`src/rtl/alu_pkg.sv`:
```
// Shared types for the ALU/status slice: operation encoding and P-register flag positions.
package alu_pkg;

  typedef enum logic [3:0] {
    ALU_ADD   = 4'd0,
    ALU_SUB   = 4'd1,
    ALU_AND   = 4'd2,
    ALU_OR    = 4'd3,
    ALU_EOR   = 4'd4,
    ALU_ASL   = 4'd5,
    ALU_LSR   = 4'd6,
    ALU_ROL   = 4'd7,
    ALU_ROR   = 4'd8,
    ALU_PASSA = 4'd9,
    ALU_PASSB = 4'd10,
    ALU_BIT   = 4'd11,
    ALU_INC   = 4'd12,
    ALU_DEC   = 4'd13,
    ALU_RSV14 = 4'd14,
    ALU_RSV15 = 4'd15
  } alu_op_e;

  localparam int FLAG_C = 0;
  localparam int FLAG_Z = 1;
  localparam int FLAG_I = 2;
  localparam int FLAG_D = 3;
  localparam int FLAG_B = 4;
  localparam int FLAG_V = 6;
  localparam int FLAG_N = 7;

endpackage

```
`src/rtl/alu_status_unit_if.sv`:
```
// Bus bundle between the datapath controller (master) and the ALU/status slice (slave).
interface alu_status_unit_if;

  logic [7:0] a;
  logic [7:0] b;
  logic [3:0] alu_op;
  logic       c_in;
  logic       bcd;
  logic [7:0] y;
  logic [7:0] flags;
  logic [7:0] p_in_en;
  logic       p_sel;
  logic [7:0] p_data;
  logic       p_out_en;
  logic [7:0] p_q;
  logic [7:0] p_bus;
  logic       t_in_en;
  logic [7:0] t_data;
  logic       t_out_en;
  logic [7:0] t_q;
  logic [7:0] t_bus;

  modport slave (
    input  a, b, alu_op, c_in, bcd, p_in_en, p_sel, p_data, p_out_en, t_in_en, t_data, t_out_en,
    output y, flags, p_q, p_bus, t_q, t_bus
  );

  modport master (
    output a, b, alu_op, c_in, bcd, p_in_en, p_sel, p_data, p_out_en, t_in_en, t_data, t_out_en,
    input  y, flags, p_q, p_bus, t_q, t_bus
  );

endinterface

```
`src/rtl/alu_core.sv`:
```
// Purely combinational 8-bit ALU with 6502-style flags.
// Decimal ADD/SUB exists only when ALU_BCD_EN is defined; otherwise bcd is ignored.
module alu_core
  import alu_pkg::*;
(
  input  logic [7:0] a,
  input  logic [7:0] b,
  input  logic [3:0] alu_op,
  input  logic       c_in,
  input  logic       bcd,
  output logic [7:0] y,
  output logic [7:0] flags
);

  alu_op_e    op_s;
  logic [7:0] b_eff_s;
  logic [8:0] sum_bin_s;
  logic       v_bin_s;
  logic       use_dec_s;
  logic [7:0] dec_y_s;
  logic       dec_c_s;
  logic [7:0] res_s;
  logic       c_s;
  logic       v_s;
  logic       n_s;

  assign op_s = alu_op_e'(alu_op);

  // SUB is a + ~b + c_in, so one adder serves both; V is signed overflow of that sum.
  always_comb begin
    b_eff_s   = (op_s == ALU_SUB) ? ~b : b;
    sum_bin_s = {1'b0, a} + {1'b0, b_eff_s} + {8'h00, c_in};
    v_bin_s   = (a[7] == b_eff_s[7]) && (sum_bin_s[7] != a[7]);
  end

`ifdef ALU_BCD_EN
  logic [5:0] lo_s;
  logic [5:0] hi_s;
  logic       lo_cy_s;

  // Nibble-serial decimal adjust; six bits per nibble so invalid digits still carry/borrow.
  always_comb begin
    lo_s    = 6'h00;
    hi_s    = 6'h00;
    lo_cy_s = 1'b0;
    dec_c_s = 1'b0;
    if (op_s == ALU_SUB) begin
      lo_s    = {2'b00, a[3:0]} - {2'b00, b[3:0]} - {5'b00000, ~c_in};
      lo_cy_s = lo_s[5];
      if (lo_cy_s) begin
        lo_s = lo_s - 6'd6;
      end else begin
        lo_s = lo_s;
      end
      hi_s    = {2'b00, a[7:4]} - {2'b00, b[7:4]} - {5'b00000, lo_cy_s};
      dec_c_s = ~hi_s[5];
      if (hi_s[5]) begin
        hi_s = hi_s - 6'd6;
      end else begin
        hi_s = hi_s;
      end
    end else begin
      lo_s = {2'b00, a[3:0]} + {2'b00, b[3:0]} + {5'b00000, c_in};
      if (lo_s > 6'd9) begin
        lo_s = lo_s + 6'd6;
      end else begin
        lo_s = lo_s;
      end
      lo_cy_s = (lo_s > 6'd15);
      hi_s    = {2'b00, a[7:4]} + {2'b00, b[7:4]} + {5'b00000, lo_cy_s};
      if (hi_s > 6'd9) begin
        hi_s = hi_s + 6'd6;
      end else begin
        hi_s = hi_s;
      end
      dec_c_s = (hi_s > 6'd15);
    end
    dec_y_s   = {hi_s[3:0], lo_s[3:0]};
    use_dec_s = bcd && ((op_s == ALU_ADD) || (op_s == ALU_SUB));
  end
`else
  logic unused_bcd_s;

  assign unused_bcd_s = bcd;
  assign use_dec_s    = 1'b0;
  assign dec_y_s      = sum_bin_s[7:0];
  assign dec_c_s      = sum_bin_s[8];
`endif

  // Result and C per operation; C passes c_in through for ops that do not define it.
  always_comb begin
    res_s = a;
    c_s   = c_in;
    v_s   = 1'b0;
    case (op_s)
      ALU_ADD, ALU_SUB: begin
        res_s = use_dec_s ? dec_y_s : sum_bin_s[7:0];
        c_s   = use_dec_s ? dec_c_s : sum_bin_s[8];
        v_s   = v_bin_s;
      end
      ALU_AND:   res_s = a & b;
      ALU_OR:    res_s = a | b;
      ALU_EOR:   res_s = a ^ b;
      ALU_ASL: begin
        res_s = {a[6:0], 1'b0};
        c_s   = a[7];
      end
      ALU_LSR: begin
        res_s = {1'b0, a[7:1]};
        c_s   = a[0];
      end
      ALU_ROL: begin
        res_s = {a[6:0], c_in};
        c_s   = a[7];
      end
      ALU_ROR: begin
        res_s = {c_in, a[7:1]};
        c_s   = a[0];
      end
      ALU_PASSA: res_s = a;
      ALU_PASSB: res_s = b;
      ALU_BIT: begin
        res_s = a & b;
        v_s   = b[6];
      end
      ALU_INC:   res_s = a + 8'd1;
      ALU_DEC:   res_s = a - 8'd1;
      default:   res_s = a;
    endcase
  end

  assign n_s   = (op_s == ALU_BIT) ? b[7] : res_s[7];
  assign y     = res_s;
  assign flags = {n_s, v_s, 4'b0000, (res_s == 8'h00), c_s};

endmodule

```
`src/rtl/alu_status_unit.sv`:
```
// 6502-style execution slice: ALU, per-bit-loadable status register P, temp latch, zero-gated bus drivers.
// Optional decimal mode is selected by defining ALU_BCD_EN.
module alu_status_unit
  import alu_pkg::*;
#(
  parameter int WIDTH = 8
) (
  input  logic             ph2,
  input  logic             reset,
  alu_status_unit_if.slave bus
);

  logic [WIDTH-1:0] p_d;
  logic [WIDTH-1:0] p_q;
  logic [WIDTH-1:0] t_d;
  logic [WIDTH-1:0] t_q;
  logic [WIDTH-1:0] p_src_s;

  alu_core u_core (
    .a      (bus.a),
    .b      (bus.b),
    .alu_op (bus.alu_op),
    .c_in   (bus.c_in),
    .bcd    (bus.bcd),
    .y      (bus.y),
    .flags  (bus.flags)
  );

  // Each P bit loads independently from flags or the bus; unselected bits hold.
  always_comb begin
    p_src_s = bus.p_sel ? bus.p_data : bus.flags;
    p_d     = (bus.p_in_en & p_src_s) | (~bus.p_in_en & p_q);
    if (bus.t_in_en) begin
      t_d = bus.t_data;
    end else begin
      t_d = t_q;
    end
  end

  // State registers.
  always_ff @(posedge ph2 or posedge reset) begin
    if (reset) begin
      p_q <= 8'h00;
      t_q <= 8'h00;
    end else begin
      p_q <= p_d;
      t_q <= t_d;
    end
  end

  assign bus.p_q   = p_q;
  assign bus.t_q   = t_q;
  assign bus.p_bus = bus.p_out_en ? p_q : 8'h00;
  assign bus.t_bus = bus.t_out_en ? t_q : 8'h00;

endmodule

```
`src/flat_wrapper.sv`:
```
// flat-port wrapper written by rule: the top's interface ports become plain ports
module alu_status_unit_flat import alu_pkg::*;
#(
  parameter int WIDTH = 8
)
  (ph2, reset, bus_a, bus_b, bus_alu_op, bus_c_in, bus_bcd, bus_p_in_en, bus_p_sel, bus_p_data, bus_p_out_en, bus_t_in_en, bus_t_data, bus_t_out_en, bus_y, bus_flags, bus_p_q, bus_p_bus, bus_t_q, bus_t_bus);
  alu_status_unit_if bus_i ();
  input  logic ph2;
  input  logic reset;
  input wire logic [$bits(bus_i.a)-1:0] bus_a;
  input wire logic [$bits(bus_i.b)-1:0] bus_b;
  input wire logic [$bits(bus_i.alu_op)-1:0] bus_alu_op;
  input wire logic [$bits(bus_i.c_in)-1:0] bus_c_in;
  input wire logic [$bits(bus_i.bcd)-1:0] bus_bcd;
  input wire logic [$bits(bus_i.p_in_en)-1:0] bus_p_in_en;
  input wire logic [$bits(bus_i.p_sel)-1:0] bus_p_sel;
  input wire logic [$bits(bus_i.p_data)-1:0] bus_p_data;
  input wire logic [$bits(bus_i.p_out_en)-1:0] bus_p_out_en;
  input wire logic [$bits(bus_i.t_in_en)-1:0] bus_t_in_en;
  input wire logic [$bits(bus_i.t_data)-1:0] bus_t_data;
  input wire logic [$bits(bus_i.t_out_en)-1:0] bus_t_out_en;
  output wire logic [$bits(bus_i.y)-1:0] bus_y;
  output wire logic [$bits(bus_i.flags)-1:0] bus_flags;
  output wire logic [$bits(bus_i.p_q)-1:0] bus_p_q;
  output wire logic [$bits(bus_i.p_bus)-1:0] bus_p_bus;
  output wire logic [$bits(bus_i.t_q)-1:0] bus_t_q;
  output wire logic [$bits(bus_i.t_bus)-1:0] bus_t_bus;
  assign bus_i.a = bus_a;
  assign bus_i.b = bus_b;
  assign bus_i.alu_op = bus_alu_op;
  assign bus_i.c_in = bus_c_in;
  assign bus_i.bcd = bus_bcd;
  assign bus_i.p_in_en = bus_p_in_en;
  assign bus_i.p_sel = bus_p_sel;
  assign bus_i.p_data = bus_p_data;
  assign bus_i.p_out_en = bus_p_out_en;
  assign bus_i.t_in_en = bus_t_in_en;
  assign bus_i.t_data = bus_t_data;
  assign bus_i.t_out_en = bus_t_out_en;
  assign bus_y = bus_i.y;
  assign bus_flags = bus_i.flags;
  assign bus_p_q = bus_i.p_q;
  assign bus_p_bus = bus_i.p_bus;
  assign bus_t_q = bus_i.t_q;
  assign bus_t_bus = bus_i.t_bus;
  alu_status_unit #(.WIDTH(WIDTH)) u_core (.ph2(ph2), .reset(reset), .bus(bus_i));
endmodule
```
`config.mk`:
```
export PLATFORM = sky130hd
export DESIGN_NAME = alu_status_unit_flat
export DESIGN_NICKNAME = d
export VERILOG_FILES = /design/src/rtl/alu_pkg.sv /design/src/rtl/alu_status_unit_if.sv /design/src/rtl/alu_core.sv /design/src/rtl/alu_status_unit.sv /design/src/flat_wrapper.sv
export SDC_FILE = /design/constraint.sdc
export NUM_CORES = 1
export LEC_CHECK = 0
export BUFFER_PORTS_ARGS = -buffer_cell sky130_fd_sc_hd__buf_2
export CAP_MARGIN = 20
export CORE_MARGIN = 2
export CORE_UTILIZATION = 56
export CTS_CLUSTER_DIAMETER = 60
export DETAILED_ROUTE_END_ITERATION = 10
export PLACE_DENSITY = 0.88
export SYNTH_ARGS = -nofsm -noshare
export SYNTH_HDL_FRONTEND = slang
export SYNTH_SLANG_ARGS = --single-unit
```
`constraint.sdc`:
```
create_clock -name ph2 -period 8.21 [get_ports ph2]
set_clock_uncertainty 0.15 [all_clocks]
set_input_delay 0.821 -clock ph2 [delete_from_list [all_inputs] [get_ports ph2]]
set_output_delay 0.821 -clock ph2 [all_outputs]
set_load 0.05 [all_outputs]
```
# Word-level counts from Yosys, hierarchy flattened
# Index checks and enable logic that the tools add are counted.
# W data, S select, Z words.
dict set report op_classes {
  addsub 4
  mul 0
  div 0
  magnitude_cmp 0
  n_eq_ne 14
  shift 0
  mux 8
  bitwise_logic 8
  n_reduce_logical 7
}
# cell count
set op_table {}
lappend op_table {{$pmux W8 S11} 1}
lappend op_table {{$mux W8} 4}
lappend op_table {{$and A8 B8 Y8} 3}
lappend op_table {{$eq A4 B4 Y1 const B} 5}
lappend op_table {{$eq A4 B3 Y1 const B} 4}
lappend op_table {{$not A8 Y8} 2}
lappend op_table {{$or A8 B8 Y8} 2}
lappend op_table {{$add A8 B8 Y9} 1}
lappend op_table {{$add A9 B1 Y9} 1}
lappend op_table {{$add A8 B1 Y8 const B} 1}
lappend op_table {{$eq A4 B2 Y1 const B} 2}
lappend op_table {{$logic_not A8 Y1} 1}
lappend op_table {{$reduce_or A2 Y1} 4}
lappend op_table {{$sub A8 B1 Y8 const B} 1}
lappend op_table {{$xor A8 B8 Y8} 1}
lappend op_table {{$eq A4 B1 Y1 const B} 1}
lappend op_table {{$logic_not A4 Y1} 1}
lappend op_table {{$pmux W1 S3} 1}
lappend op_table {{$pmux W1 S2} 1}
lappend op_table {{$eq A1 B1 Y1} 1}
lappend op_table {{$logic_and A1 B1 Y1} 1}
lappend op_table {{$mux W1} 1}
lappend op_table {{$ne A1 B1 Y1} 1}
dict set report totals {
  regBits 16
  latchBits 0
  ram_bits 0
  romBits 0
  in_bits 52
  n_memories 0
}

# Depth between registers and ports, before layout
dict set report logic_depth {
  ltp_word 10
  ltp_mapped 18
}

# Hierarchy
# From an unflattened synthesis, not the netlist that was laid out.
dict set report unflattened {
  cells_unflattened 370
  area_unflattened_um2 2846.5
}
# module instances cells_each area_each_um2 seq_area_each_um2
set by_module_without_submodules {}
lappend by_module_without_submodules {alu_core 1 303 2079.5 0.0}
lappend by_module_without_submodules {alu_status_unit 1 67 767.0 400.4}

# Least setup slack after synthesis
# No wires, ideal clock.
dict set report synth_timing {
  kind {in2out}
  from {input bus_alu_op[2]}
  to {output bus_flags[1]}
  arrival_ps 4925
  required_time_ps 7239
  setup_slack_ps 2314
  cell_stages 16
  path_buffers 3
  cell_sequence {buf_4 > buf_2 > buf_1 > nor3_2 > xnor2_1 > fa_1 > inv_1 > fa_1 > nand3_1 > a21boi_0 > nor3_1 > o31ai_1 > a22oi_1 > nor4_2 > nand2_1 > nor2_1}
}
dict set report synth_between {
  elab_chain_cells 6
  elab_cells_between_ends 20
}
# item line_no
set synth_lines {}
lappend synth_lines {{start: declaration} flat_wrapper.sv:12} ;# input wire logic [$bits(bus_i.alu_op)-1:0] bus_alu_op;
lappend synth_lines {{$eq A4 B1 Y1} {alu_core.sv:31, alu_core.sv:95}}
lappend synth_lines {{$mux W8} alu_core.sv:31} ;# b_eff_s = (op_s == ALU_SUB) ? ~b : b;
lappend synth_lines {{$add A8 B8 Y9} alu_core.sv:32} ;# sum_bin_s = {1'b0, a} + {1'b0, b_eff_s} + {8'h00, c_in};
lappend synth_lines {{$add A9 B1 Y9} alu_core.sv:32}
lappend synth_lines {{$pmux W8 S11 *} alu_core.sv:95} ;# case (op_s)
lappend synth_lines {{net bus_y[4]} flat_wrapper.sv:22} ;# output wire logic [$bits(bus_i.y)-1:0] bus_y;
lappend synth_lines {{$logic_not A8 Y1 *} alu_core.sv:134} ;# assign flags = {n_s, v_s, 4'b0000, (res_s == 8'h00), c_s};
lappend synth_lines {{end: declaration} flat_wrapper.sv:23} ;# output wire logic [$bits(bus_i.flags)-1:0] bus_flags;
# The timed path passes the listed nets; every way through them passes the cells marked *.

# Worst setup path after layout
dict set report layout_timing {
  from {input bus_alu_op[0]}
  to {output bus_flags[1]}
}
dict set report layout_between {
  elab_chain_cells 6
  elab_cells_between_ends 20
}
# item line_no
set layout_lines {}
lappend layout_lines {{$eq A4 B1 Y1} {alu_core.sv:31, alu_core.sv:95}}
lappend layout_lines {{$mux W8} alu_core.sv:31}
lappend layout_lines {{$add A8 B8 Y9} alu_core.sv:32}
lappend layout_lines {{$add A9 B1 Y9} alu_core.sv:32}
lappend layout_lines {{$pmux W8 S11 *} alu_core.sv:95}
lappend layout_lines {{$logic_not A8 Y1 *} alu_core.sv:134}
# Every way passes the cells marked *; elsewhere a longest branch is shown, timed or not.

==> impl_results.md <==
- Antenna violations before repair: 0
- Buffers from clock root to sink, at most: 2
- DPL Wire Length: 6760 um
- Ordered list of cells on the worst path: buf_2, nand2_1, nor3_2, xnor2_1, fa_1, inv_1, fa_1, nand3_1, a21boi_0, nor3_1, o31ai_1, a22oi_1, nor4_2, nand2_1, nor2_1, buf_2
- Top post-synthesis cells by area: dfrtp_1 14%, ha_1 10%, and2_1 4.5%
- Post-route clock period utilization: 75.5%
- # diodes: 0
- Clk root buf: clkbuf_8
- Pwr per Cell Area: 126 nW/um2
- Die boundary height: 76.3 um
- Wirelength, routed: 8920 um
- Library cell contributing the largest single delay on the critical path: nor3_2
- Number of failing hold endpoints at the final stage: 0
- TritonCTS clock tree: built
- Slew of the pin with the lowest slew margin: 923 ps
- Number of warnings issued by yosys: 0
- Most instantiated cells after synthesis: 30 x inv_1, 25 x nor2_1, 24 x ha_1, 22 x a21oi_1, 22 x o21ai_0
- Post-synthesis sequential area ratio: 13.7%
- Top cell type's share of synthesized area: 13.7%
- Synth Area per Inst: 7.66 um2
- Layout cells sized above 1: 26.3%
- Detailed-routing iteration count for the pre-antenna-repair pass: 5
- CP max FO: 37
- Critical Path Start Type: primary input
- Final Instance Area: 3330 um2
- MaxCap Viol Count: 0
- # nets final: 531
- Final global-route overflow total: 0
- Peak per-stage delay on the critical path: 740 ps
- Post-synthesis cell type with the largest combined area: dfrtp_1
- All-Layer GR Usage: 29.8%
- Most frequently used cell type in the post-synthesis netlist: inv_1
- Register bit total from synthesis: 16
- Via density per instance: 6.30
- Horizontal extent of the die: 76.3 um
- Worst EP arrival: 5230 ps
- Max transition margin: 38.2%
- Global-route wire length before repair: 14,500 um
- Static Leak: 1.58 nW
- Required time of the critical path: 7240 ps
- Die area: 5820 um2
- Layout area overhead: 13.8%
- Htree depth: 1
- Post-cts resize count: 0
- Maximum clock frequency: 0.161 GHz
- Total number of placement rows: 26
- Pin count of the biggest net entering global routing: 47
- Most instantiated flip-flop cell in the synthesis netlist: dfrtp_1
- Number of enable flip-flop cells after synthesis: 0
- Count of port buffers added during placement: 94
- Number of DRC markers in iteration 0: 246
- Peak supply drop: 80.0 uV
- Initial standard-cell utilization of the core: 57.7%
- Kind of cell adding the most delay to the critical path: simple AND/OR/NAND/NOR gates
- Clock transition time at the flip-flop clock pins of the worst setup and hold paths: 60 ps
- Clock insertion delay at the later pin of the skew report: 250 ps
- Placeable Area: 5070 um2
- Vias in the first global route: 3,045
- Inserted Clock Buffers: 3
- Aggregate negative setup slack: 0 ps
- Detailed-route wire length per cell: 17.1 um
- Sinks on the clock net: 16
- Final setup violation count: 0
- Type of the worst min-delay path: flop to flop
- Top-level I/O count: 100
- Unrepaired setup endpoints after global routing: no
- Post-CTS Setup Inserts: 0
- Minimum clock period: 6200 ps
- Worst Path Buf+Inv: 3
- Instance count after placement with tap cells included: 518
- Post-Place Cell Area: 3280 um2
- Outcome: finished clean
- Final weighted congestion in routability-driven placement: 0.948
- Critical Path Sink Type: output port
- Number of hold buffers added after CTS: 0
- Async S/R FF share, synth: 100%
- Type of the worst setup path: primary input to output port
- Post-synthesis cell area: 2930 um2
- Slew Viols, Final: 0
- Post-Syn Instances: 382
- Fill cell total of the finished layout: 450
- Via count of the routed design: 3,287
- Number of remaining DRC errors: 0
- Final Instance Count excl. Fillers: 522
- Antenna viol nets, final: 0
- Count of distinct cell types in the synthesized netlist: 72
stage by stage:
| stage | hold slack [ps] | worst slack [ps] | util (%) | power [mW] |
|---|---|---|---|---|
| 6_report | 373 | 2010 | 65.7 | 0.420 |
| 5_1_grt | 399 | 1650 | 65.7 | 0.442 |
| 4_1_cts | 376 | 2110 | 65.7 | 0.417 |
| 3_5_place_dp | 362 | 2100 | 64.6 | 0.348 |
| 3_3_place_gp | 344 | 2250 | 64.6 | 0.342 |
| 2_1_floorplan | 585 | 2310 | - | 0.291 |
placed cells by master, fill, tap and decap left out, types with 5 or more instances in the layout:
master    count
buf_2        94
inv_1        30
nor2_1       25
ha_1         24
a21oi_1      22
o21ai_0      22
and2_1       21
nand2_1      17
dfrtp_1      16
nand3_1      15
xnor2_1      13
nor3_1       11
nor3b_1       9
mux2_2        8
o21a_1        7
o211ai_1      6
nand4_1       5
nor2b_1       5
mux2i_1       5
o31ai_1       5
nor4bb_1      5
a31oi_1       5
nand2b_1      5
path summary, 6_finish.rpt:
kind,slack (ps),end,from,cells past startpoint
setup / recovery,2010,bus_flags[1],bus_alu_op[0],16
hold / removal,370,u_core.bus.t_q[4],u_core.bus.t_q[4],1
setup reg to reg,7280,u_core.bus.t_q[0],u_core.bus.t_q[0],1
hold reg to reg,370,u_core.bus.t_q[4],u_core.bus.t_q[4],1
max in group asynchronous,7040,asynchronous set/reset pin,reset,2
min in group asynchronous,480,u_core.bus.t_q[3],reset,2
layout make-up:
type / count / area [um2] / share of cell area, %
clock buffer: 4 / 55.1 / 1.65
tap: 70 / 87.6 / 2.63
multi-input combinational: 306 / 2200 / 66.0
inverter: 32 / 120 / 3.60
sequential: 16 / 400 / 12.0
timing repair buffer: 94 / 470 / 14.1
report_power, final:
part	internal, mW	switching, mW	total, mW
sequential	0.0868	0.00548	0.0923
combinational	0.0782	0.180	0.258
clock	0.0426	0.0266	0.0692
total	0.208	0.212	0.420
layer usage:
layer,up-vias,routed length [um],GRT usage (%)
met1,1521,3580,37.8
met4,0,213,10.5
met2,217,4240,52.0
met5,-,0,0
met3,23,884,3.44
li1,1526,-,-
cell families after synthesis:
| kind of cell | Yosys count | synth area share (%) |
|---|---|---|
| other cells | 1 | 0.128 |
| fa+ha+maj | 26 | 11.6 |
| mux | 13 | 4.79 |
| simple gates | 142 | 29.2 |
| flops | 16 | 13.7 |
| buf+inv | 63 | 11.6 |
| compound gates | 108 | 25.1 |
| xor+xnor | 13 | 3.89 |
Note: power is estimated with default switching activity, not from simulation.
